<file path="src/rtl/dff_pipe_elastic.sv">
// DEPTH-stage, WIDTH-bit elastic register pipeline with per-stage valid bits,
// bubble-collapsing valid/ready flow control, synchronous flush and occupancy count.
module dff_pipe_elastic #(
    parameter int unsigned      WIDTH     = 8,
    parameter int unsigned      DEPTH     = 4,
    parameter logic [WIDTH-1:0] RESET_VAL = '0
) (
    input  logic                         clk,
    input  logic                         rst,
    input  logic [WIDTH-1:0]             din,
    input  logic                         din_valid,
    output logic                         din_ready,
    input  logic                         flush,
    output logic [WIDTH-1:0]             q,
    output logic                         q_valid,
    input  logic                         q_ready,
    output logic [$clog2(DEPTH+1)-1:0]   occupancy
);

    localparam int unsigned OCC_W = $clog2(DEPTH + 1);

    logic [WIDTH-1:0] data_q [DEPTH];
    logic [WIDTH-1:0] data_d [DEPTH];
    logic [DEPTH-1:0] valid_q;
    logic [DEPTH-1:0] valid_d;
    logic [OCC_W-1:0] occ_q;
    logic [OCC_W-1:0] occ_d;
    logic [DEPTH-1:0] rdy;
    logic             in_xfer;
    logic             out_xfer;

    // A stage can load when it is empty or everything downstream of it can move.
    always_comb begin : ready_chain
        logic run;
        run = q_ready;
        rdy = '0;
        for (int k = int'(DEPTH) - 1; k >= 0; k--) begin
            run    = ~valid_q[k] | run;
            rdy[k] = run;
        end
    end

    assign din_ready = rdy[0] & ~flush & ~rst;
    assign in_xfer   = din_valid & din_ready;
    assign out_xfer  = valid_q[DEPTH-1] & q_ready;

    always_comb begin : next_state
        valid_d = valid_q;
        data_d  = data_q;
        occ_d   = occ_q;
        if (flush) begin
            valid_d = '0;
            for (int k = 0; k < int'(DEPTH); k++) begin
                data_d[k] = RESET_VAL;
            end
            occ_d = '0;
        end else begin
            if (rdy[0]) begin
                valid_d[0] = din_valid;
                if (din_valid) begin
                    data_d[0] = din;
                end
            end
            // Data only moves with a valid beat, so X on an idle bus never lands in a stage.
            for (int k = 1; k < int'(DEPTH); k++) begin
                if (rdy[k]) begin
                    valid_d[k] = valid_q[k-1];
                    if (valid_q[k-1]) begin
                        data_d[k] = data_q[k-1];
                    end
                end
            end
            occ_d = occ_q + OCC_W'(in_xfer) - OCC_W'(out_xfer);
        end
    end

    always_ff @(posedge clk or posedge rst) begin : state_reg
        if (rst) begin
            valid_q <= '0;
            occ_q   <= '0;
            for (int k = 0; k < int'(DEPTH); k++) begin
                data_q[k] <= RESET_VAL;
            end
        end else begin
            valid_q <= valid_d;
            occ_q   <= occ_d;
            for (int k = 0; k < int'(DEPTH); k++) begin
                data_q[k] <= data_d[k];
            end
        end
    end

    assign q         = data_q[DEPTH-1];
    assign q_valid   = valid_q[DEPTH-1];
    assign occupancy = occ_q;

endmodule

</file>
<file path="config.mk">
export PLATFORM = sky130hd
export DESIGN_NAME = dff_pipe_elastic
export DESIGN_NICKNAME = d
export VERILOG_FILES = /design/src/rtl/dff_pipe_elastic.sv
export SDC_FILE = /design/constraint.sdc
export NUM_CORES = 1
export LEC_CHECK = 0
export CAP_MARGIN = 20
export CELL_PAD_IN_SITES_DETAIL_PLACEMENT = 1
export CELL_PAD_IN_SITES_GLOBAL_PLACEMENT = 1
export CORE_MARGIN = 3
export CORE_UTILIZATION = 43
export CTS_BUF_LIST = sky130_fd_sc_hd__clkbuf_16
export DETAILED_ROUTE_END_ITERATION = 7
export GPL_ROUTABILITY_DRIVEN = 0
export PLACE_DENSITY_LB_ADDON = 0.1
export SETUP_SLACK_MARGIN = 0.1
export SYNTH_ARGS = -nofsm -noshare
export SYNTH_HDL_FRONTEND = slang
export SYNTH_SLANG_ARGS = --single-unit
export TNS_END_PERCENT = 100
</file>
<file path="constraint.sdc">
create_clock -name clk -period 2.7 [get_ports clk]
set_input_delay 0.54 -clock clk [delete_from_list [all_inputs] [get_ports clk]]
set_output_delay 0.54 -clock clk [all_outputs]
set_load 0.01 [all_outputs]
</file>
Word-level counts from Yosys, hierarchy flattened

Cells that the tools add are included.

Add/subtract/negate cells: 2
Multiply operators: 0
Divide/modulo/power cells: 0
$lt $le $gt $ge: 0
Eq/ne operators: 0
Shift-type cells: 0
Mux-type cells: 15
Bitwise logic cells: 14
Reduce and logical (&&, ||, !) cells: 12

Operators by type and width:

| kind               | count |
|---|---|
| $mux W8            | 8 |
| $mux W32           | 1 |
| $reduce_bool A2 Y1 | 8 |
| $reduce_and A2 Y1  | 4 |
| $not A1 Y1         | 6 |
| $and A1 B1 Y1      | 4 |
| $mux W1            | 4 |
| $mux W4            | 1 |
| $or A1 B1 Y1       | 4 |
| $add A3 B1 Y3      | 1 |
| $mux W3            | 1 |
| $sub A3 B1 Y3      | 1 |

Flip-flop bits (word level): 39
Bits in latches: 0
Bits in writable memories: 0
Bits in read-only memories: 0
Bits of input ports: 13
Memories: 0

Longest topological paths before layout

Gate-level depths: netlist of the first run.

Depth in word-level cells: 11
Depth in mapped cells: 11

Worst setup path after synthesis of the first run

No wires, ideal clock.

Kind: input port to flip-flop
From: input port q_ready
To: register occ_q[2], in the netlist occupancy[2]
Setup time: 121 ps
Arrival time: 2308 ps
Data required time: 2579 ps
Path slack: 271 ps
Stages: 11
Buffers on the path: 1
Cell sequence: and4b_1 > buf_6 > a211oi_2 > nand2_1 > ha_1 > inv_1 > ha_1 > inv_1 > fa_1 > xnor2_1 > nor2_1

Cells in the longest elaborated chain, start to end: 10

RTL lines:

| what                        | RTL line | text |
|---|---|---|
| start: declaration          | 16       | `input logic q_ready,` |
| $or A1 B1 Y1 (4 in series)  | 38       | `run = ~valid_q[k] \| run;` |
| $and A1 B1 Y1 (2 in series) | 43       | `assign din_ready = rdy[0] & ~flush & ~rst;` |
| net din_ready               | 12       | `output logic din_ready,` |
| $and A1 B1 Y1               | 44       | `assign in_xfer = din_valid & din_ready;` |
| $add A3 B1 Y3               | 73       | `occ_d = occ_q + OCC_W'(in_xfer) - OCC_W'(out_xfer);` |
| $sub A3 B1 Y3               | 73       |  |
| $mux W3                     | 51       | `if (flush) begin` |
| net occ_d[2]                | 27       | `logic [OCC_W-1:0] occ_d;` |
| end signal: assignment      | 80       | `occ_q <= '0;` |
| end signal: assignment      | 86       | `occ_q <= occ_d;` |
| end: declaration            | 26       | `logic [OCC_W-1:0] occ_q;` |

The timed path passes the listed nets, and every way through them passes these cells.
A chain may end at the register's enable or synchronous reset.

Final worst setup path of the first run

From: register valid_q[2]
To: register occ_q[2], in the netlist occupancy[2]

Cells in the longest elaborated chain, start to end: 10

RTL lines:

| what                        | RTL line | text |
|---|---|---|
| start: declaration          | 24       | `logic [DEPTH-1:0] valid_q;` |
| start signal: assignment    | 85       | `valid_q <= valid_d;` |
| $not A1 Y1                  | 38       |  |
| $or A1 B1 Y1 (3 in series)  | 38       |  |
| $and A1 B1 Y1 (2 in series) | 43       |  |
| $and A1 B1 Y1               | 44       |  |
| $add A3 B1 Y3               | 73       |  |
| $sub A3 B1 Y3               | 73       |  |
| $mux W3                     | 51       |  |
| net occ_d[2]                | 27       |  |

The timed path passes the listed nets, and every way through them passes these cells.

==> impl_metrics.py, run 1 <==
metrics = {
    "floorplanning": {
        "die-area_sq_um": 5590,
        "fp.dieH_microns": 74.7,
        "core_region_area_sq_um": 4440,
        "initial_core_util_pct": 45.7,
        "rows": 24,
        "die_w_microns": 74.7,
        "io_pins": 26,
    },
    "drt": {
        "wl_met2_microns": 2290,
        "drtAntennaViolNets": 0,
        "top_layer": "met4",
        "drtPass1Iterations": 4,
        "met3_length_microns": 163,
        "route.detailed.drc": 0,
        "wl_per_cell_microns": 17.1,
        "routed_wl_microns": 4430,
        "drt-met1-wl_microns": 1930,
        "routed_via_density": 5.64,
        "vias": 1461,
        "drt_iter0_drc": 54,
    },
    "timing": {
        "fmax_mhz": 403,
        "min_period_ps": 2480,
        "worst_hold_slack_ps": 508,
        "max-slew-margin-rel_pct": 61.9,
        "fin_worst_skew_ps": 6.19,
        "finalCritPeriodShare_pct": 91.8,
        "hold_violations": 0,
        "finalMaxSlewViolations": 0,
        "setup_viol": 0,
        "tightest_slew_ps": 571,
        "rsz0062_at_grt": "no",
    },
    "logic_synthesis": {
        "ys_seq_area_share_pct": 48.0,
        "synth_ff_type": "dfrtp_1",
        "yosysWarnings": 0,
        "syn_avg_cell_area_sq_um": 10.7,
        "syn-num-nets": 206,
        "synth_edf_count": 0,
        "syn_inst": 190,
        "ys_async_sr_fraction_pct": 100,
        "syn_area_sq_um": 2030,
        "yosys-top-cells-area": "dfrtp_1 (48%), nand2b_1 (5.2%), mux2i_1 (3.9%)",
        "synth_top_area_share_pct": 48.0,
        "synth.distinct_cells": 32,
        "yosys.area.top_type": "dfrtp_1",
        "ys_seq_elements": 39,
    },
    "worst_hold_path": {
        "whs_path_depth": 1,
        "hold_end": "data_q[14]",
        "hp-start": "data_q[22]",
        "worstHoldPathType": "flip-flop to flip-flop",
    },
    "power": {
        "p_per_area_nw_per_um2": 544,
        "ir_drop_v": 0.000255,
        "leakagePower_nw": 1.02,
    },
    "run_status": {
        "outcome": "completed",
    },
    "clock_network": {
        "cts.sinks": 39,
        "clk_latency_ps": 280,
        "path_clk_slew_ps": 60,
        "cts_tree": "built",
        "clk_path_buf_depth": 2,
        "cts.htree.levels": 2,
        "cts_hold_buf": 0,
        "cts_made_buffers": 5,
        "clock-root-buffer": "clkbuf_16",
    },
    "final_layout": {
        "diodes": 0,
        "area_delta_synth_final_pct": 18.3,
        "drive_gt1_share_pct": 10.1,
        "final_nets": 222,
        "fin_area_sq_um": 2400,
    },
    "critical_path": {
        "end_kind": "flip-flop",
        "crit_fanout": 11,
        "reg2reg_from": "valid_q[2]",
        "startpoint_type": "flip-flop",
        "path_cells": "and4b_1, a211oi_2, buf_4, nand2_1, ha_1, inv_1, ha_1, inv_1, fa_2, xnor2_2, nor2_1",
        "crit_arrival_ps": 2630,
        "crit_required_ps": 2850,
        "rr_worst_depth": 11,
        "crit_start": "valid_q[2]",
        "timing.rr.end": "occupancy[2]",
        "path_class": "flip-flop to flip-flop",
        "path_buf_inv": 3,
        "r2r_setup_slack_ps": 220,
        "critPathMaxStageDelay_ps": 490,
        "critPathTopFamily": "adder cells",
        "slowest_stage": "dfrtp_1",
    },
    "flow_run": {
        "max_cap_viol_count": 0,
    },
    "global_routing": {
        "grt.total_usage_pct": 17.6,
        "first_global_vias": 1561,
        "grt-ovfl-total": 0,
        "grt_pass1_wl_microns": 7480,
        "grt_start_max_net_pins": 58,
        "antenna_found_initial": 0,
    },
    "placement": {
        "dp_hpwl_microns": 3020,
        "portBuffers": 25,
        "place_area_sq_um": 2250,
    },
}
-- final cells by class --
type,count,area (sq um)
clock buffer,5,125
clock inverter,3,11.3
fill,490,2040
inverter,5,18.8
multi-input combinational,122,897
sequential,39,976
tap,52,65.1
timing repair buffer,33,312
-- cells by family (layout without fill, tap and decap cells) --
kind of cell             count (synthesis)  count (layout)  share of synthesized area (%)
XOR/XNOR                                 2               2                          0.862
AO/OA/AOI/OAI                           44              44                           15.8
multiplexers                             9               9                           4.68
flip-flops                              39              39                           48.0
AND/OR/NAND/NOR                         64              64                           20.1
buffers and inverters                   29              46                           8.31
adder cells (fa/ha/maj)                  3               3                           2.22
-- report_power, final --
part	internal [mW]	leakage, nW	switching, mW
Combinational	0.0680	0.421	0.0751
Clock	0.332	0.0701	0.213
Sequential	0.606	0.531	0.0143
Total	1.01	1.02	0.302
-- worst max path at each step --
stage                         to  slack, ps  cells after the start
global route        occupancy[1]        120                     10
finish              occupancy[2]        220                     11
detailed placement  occupancy[2]       -240                     11
floorplan           occupancy[2]        270                     11
global placement    occupancy[2]        -50                     11
CTS                 occupancy[2]        110                     12
-- cell usage in the layout (no fill, tap or decap), drive strengths merged, types with 9 or more instances in the layout --
cell type      count
nand2b            18
nand3b            10
clkdlybuf4s50     23
nand3              9
dfrtp             39
a21oi             12
-- stage by stage --
step	total power [mW]	setup WS (ps)	TNS [ps]	util (%)	instances
floorplan	0.716	271	0	-	190
global placement	0.761	-45.8	-45.8	50.6	250
detailed placement	0.773	-239	-401	50.6	250
CTS	1.32	112	0	54.1	259
global route	1.36	116	0	54.1	259
finish	1.31	220	0	54.1	259
-- flip-flops by register name, indices dropped and copies added, names as in the netlist --
register / cells
data_q: 24
occupancy: 3
q: 8
valid_q: 4
-- Yosys cell counts (7+ instances only) --
cell type,n
nand2b_1,17
nand3_1,9
mux2i_1,8
o211ai_1,7
a21oi_1,11
o32a_1,7
nand4b_1,7
nand3b_1,10
o21ai_0,8
a22o_1,8
buf_4,10
dfrtp_1,39
nand2_1,8
-- what timing repair did --
action	in CTS	in global routing
setup endpoints to repair	2	2
endpoints found under the hold margin	0	0
setup buffers	1	0
pin swaps	2	2
gates resized for setup	3	1
-- metal layers --
metal  GRT usage, %  vias to the layer above
met3           4.41                        6
met4           4.74                        0
met5              0                        -
li1               -                      702
met1           21.7                      726
met2           30.6                       27
(Power assumes the default switching activity.)
==> run 2, diff against run 1 <==
ABC_AREA = 1   (was default)
CORE_UTILIZATION = 40   (was 43)
==> impl_metrics.py, run 2 <==
metrics = {
    "logic_synthesis": {
        "synth_edf_count": 0,
        "synth_ff_type": "dfrtp_1",
        "yosys.area.top_type": "dfrtp_1",
        "synth_common_cells": "nand2_1 (62), dfrtp_1 (39), nand3_1 (33), o21ai_0 (11)",
        "ys_seq_area_share_pct": 54.7,
        "ys_async_sr_fraction_pct": 100,
        "syn-num-nets": 208,
        "yosysWarnings": 0,
        "syn_inst": 192,
        "synth.distinct_cells": 23,
        "synth_top_area_share_pct": 54.7,
        "yosys-top-cells-area": "dfrtp_1 (55%), nand2_1 (13%), nand3_1 (9.3%)",
        "ys_seq_elements": 39,
        "synth_most_common_cell": "nand2_1",
        "syn_area_sq_um": 1780,
        "syn_avg_cell_area_sq_um": 9.29,
    },
    "critical_path": {
        "timing.rr.end": "occupancy[2]",
        "crit_arrival_ps": 1980,
        "path_class": "primary input to primary output",
        "crit_end": "din_ready",
        "critPathMaxStageDelay_ps": 470,
        "end_kind": "primary output",
        "path_cells": "clkdlybuf4s50_1, inv_1, nand4_1, o21ai_0, nor2_1, clkdlybuf4s50_1",
        "startpoint_type": "primary input",
        "crit_top_cell": "clkdlybuf4s50_1",
        "crit_cells": 6,
        "crit_required_ps": 2160,
        "rr_worst_depth": 12,
        "critPathTopFamily": "buffers and inverters",
        "r2r_setup_slack_ps": 630,
        "crit_start": "q_ready",
        "path_buf_inv": 3,
        "reg2reg_from": "valid_q[2]",
        "slowest_stage": "clkdlybuf4s50_1",
        "crit_fanout": 3,
    },
    "floorplanning": {
        "rows": 23,
        "core_region_area_sq_um": 4140,
        "initial_core_util_pct": 43.1,
        "die_w_microns": 72.8,
        "io_pins": 26,
        "die-area_sq_um": 5300,
        "fp.dieH_microns": 72.8,
    },
    "timing": {
        "fin_worst_skew_ps": 2.81,
        "tns_ps": 0,
        "setup_viol": 0,
        "fmax_mhz": 397,
        "finalMaxSlewViolations": 0,
        "max-slew-margin-rel_pct": 65.2,
        "min_period_ps": 2520,
        "tightest_slew_ps": 520,
        "finalCritPeriodShare_pct": 93.2,
        "rsz0062_at_grt": "no",
        "hold_violations": 0,
    },
    "final_layout": {
        "final_cell_mix": "nand2_1 (62), dfrtp_1 (39), nand3_1 (33), clkdlybuf4s50_1 (25), o21ai_0 (11)",
        "largest_reg_flops": 24,
        "drive_gt1_share_pct": 11.1,
        "largest_register": "data_q",
        "area_delta_synth_final_pct": 23.8,
        "final_common_cell": "nand2_1",
        "diodes": 0,
        "fin_area_sq_um": 2210,
        "final_nets": 231,
    },
    "placement": {
        "dp_hpwl_microns": 2690,
        "place_area_sq_um": 2020,
        "portBuffers": 25,
    },
    "drt": {
        "drt_iter0_drc": 55,
        "routed_wl_microns": 3840,
        "route.detailed.drc": 0,
        "drtPass1Iterations": 4,
        "vias": 1326,
        "routed_via_density": 4.98,
        "wl_per_cell_microns": 14.4,
        "drtAntennaViolNets": 0,
    },
    "clock_network": {
        "clock-root-buffer": "clkbuf_16",
        "cts.htree.levels": 2,
        "clk_path_buf_depth": 2,
        "cts_setup_buffers": 0,
        "cts_tree": "built",
        "cts_hold_buf": 0,
        "ctsResizeCount": 0,
        "cts.sinks": 39,
        "path_clk_slew_ps": 60,
        "clk_latency_ps": 280,
        "cts_made_buffers": 5,
    },
    "global_routing": {
        "grt-ovfl-total": 0,
        "first_global_vias": 1463,
        "grt.total_usage_pct": 16.7,
        "antenna_found_initial": 0,
        "grt_pass1_wl_microns": 6820,
        "grt_start_max_net_pins": 40,
    },
    "worst_hold_path": {
        "whs_path_depth": 2,
        "worstHoldPathType": "flip-flop to flip-flop",
    },
    "power": {
        "p_comb_share_pct": 7.3,
        "switchingPower_mw": 0.302,
        "p_total_mw": 1.48,
        "seqPwrFrac_pct": 41.7,
        "leakagePower_nw": 1.10,
        "p_clk_share_pct": 51.0,
        "ir_drop_v": 0.000235,
        "p_per_area_nw_per_um2": 668,
        "p_sw_share_pct": 20.5,
        "p_int_mw": 1.17,
    },
    "flow_run": {
        "max_cap_viol_count": 0,
    },
    "run_status": {
        "outcome": "completed",
    },
}
[run 2: power by group through the flow]
| stage | clock network (mW) | registers [mW] | logic (mW) |
|---|---|---|---|
| after floorplan | 0 | 0.625 | 0.0643 |
| after global placement | 0 | 0.625 | 0.104 |
| after detailed placement | 0 | 0.626 | 0.109 |
| after CTS | 0.768 | 0.616 | 0.110 |
| after global routing | 0.796 | 0.618 | 0.122 |
| final | 0.753 | 0.616 | 0.107 |
[run 2: kinds of logic after synthesis]
kind of cell    synth area share [%]
compound gates                  5.26
flops                           54.7
fa+ha+maj                       2.52
xor+xnor                       0.491
buf+inv                         8.84
simple gates                    28.2
[run 2: worst min-delay path by stage]
stage                       endpoint        from  slack [ps]
after floorplan           data_q[16]  data_q[16]         440
after global placement    data_q[25]  data_q[25]         460
after detailed placement  data_q[17]  data_q[17]         460
after CTS                 data_q[17]  data_q[17]         480
after global routing      data_q[18]  data_q[18]         500
final                     data_q[18]  data_q[18]         470
[run 2: cell type report]
cell class                      instances  area [sq um]
Clock buffer                            5           125
Inverter                               10          43.8
Timing Repair Buffer                   30           288
Fill cell                             475          1930
Sequential cell                        39           976
Clock inverter                          3          63.8
Multi-Input combinational cell        129           651
Tap cell                               50          62.6
[run 2: metal layers]
| layer | global-route usage (%) | vias up | share of wire, % | wire length [microns] |
|---|---|---|---|---|
| met5 | 0 | - | 0 | 0 |
| met4 | 5.53 | 0 | 1.5 | 56 |
| met3 | 4.55 | 6 | 4.0 | 155 |
| met2 | 28.5 | 25 | 50 | 1940 |
| met1 | 20.5 | 633 | 44 | 1690 |
| li1 | - | 662 | - | - |
[run 2: tightest hold or removal path: cells and delay by family (launching register included)]
kind	cells	cell delay, ps
simple gates	2	110
flops	1	340
[run 2: per-stage QoR]
stage,util [%],hold slack [ps],setup slack (ps),instances
after detailed placement,48.8,463,11.8,258
after global routing,53.3,499,112,266
after global placement,48.8,459,157,258
after floorplan,-,443,273,192
after CTS,53.3,477,191,266
final,53.3,473,183,266
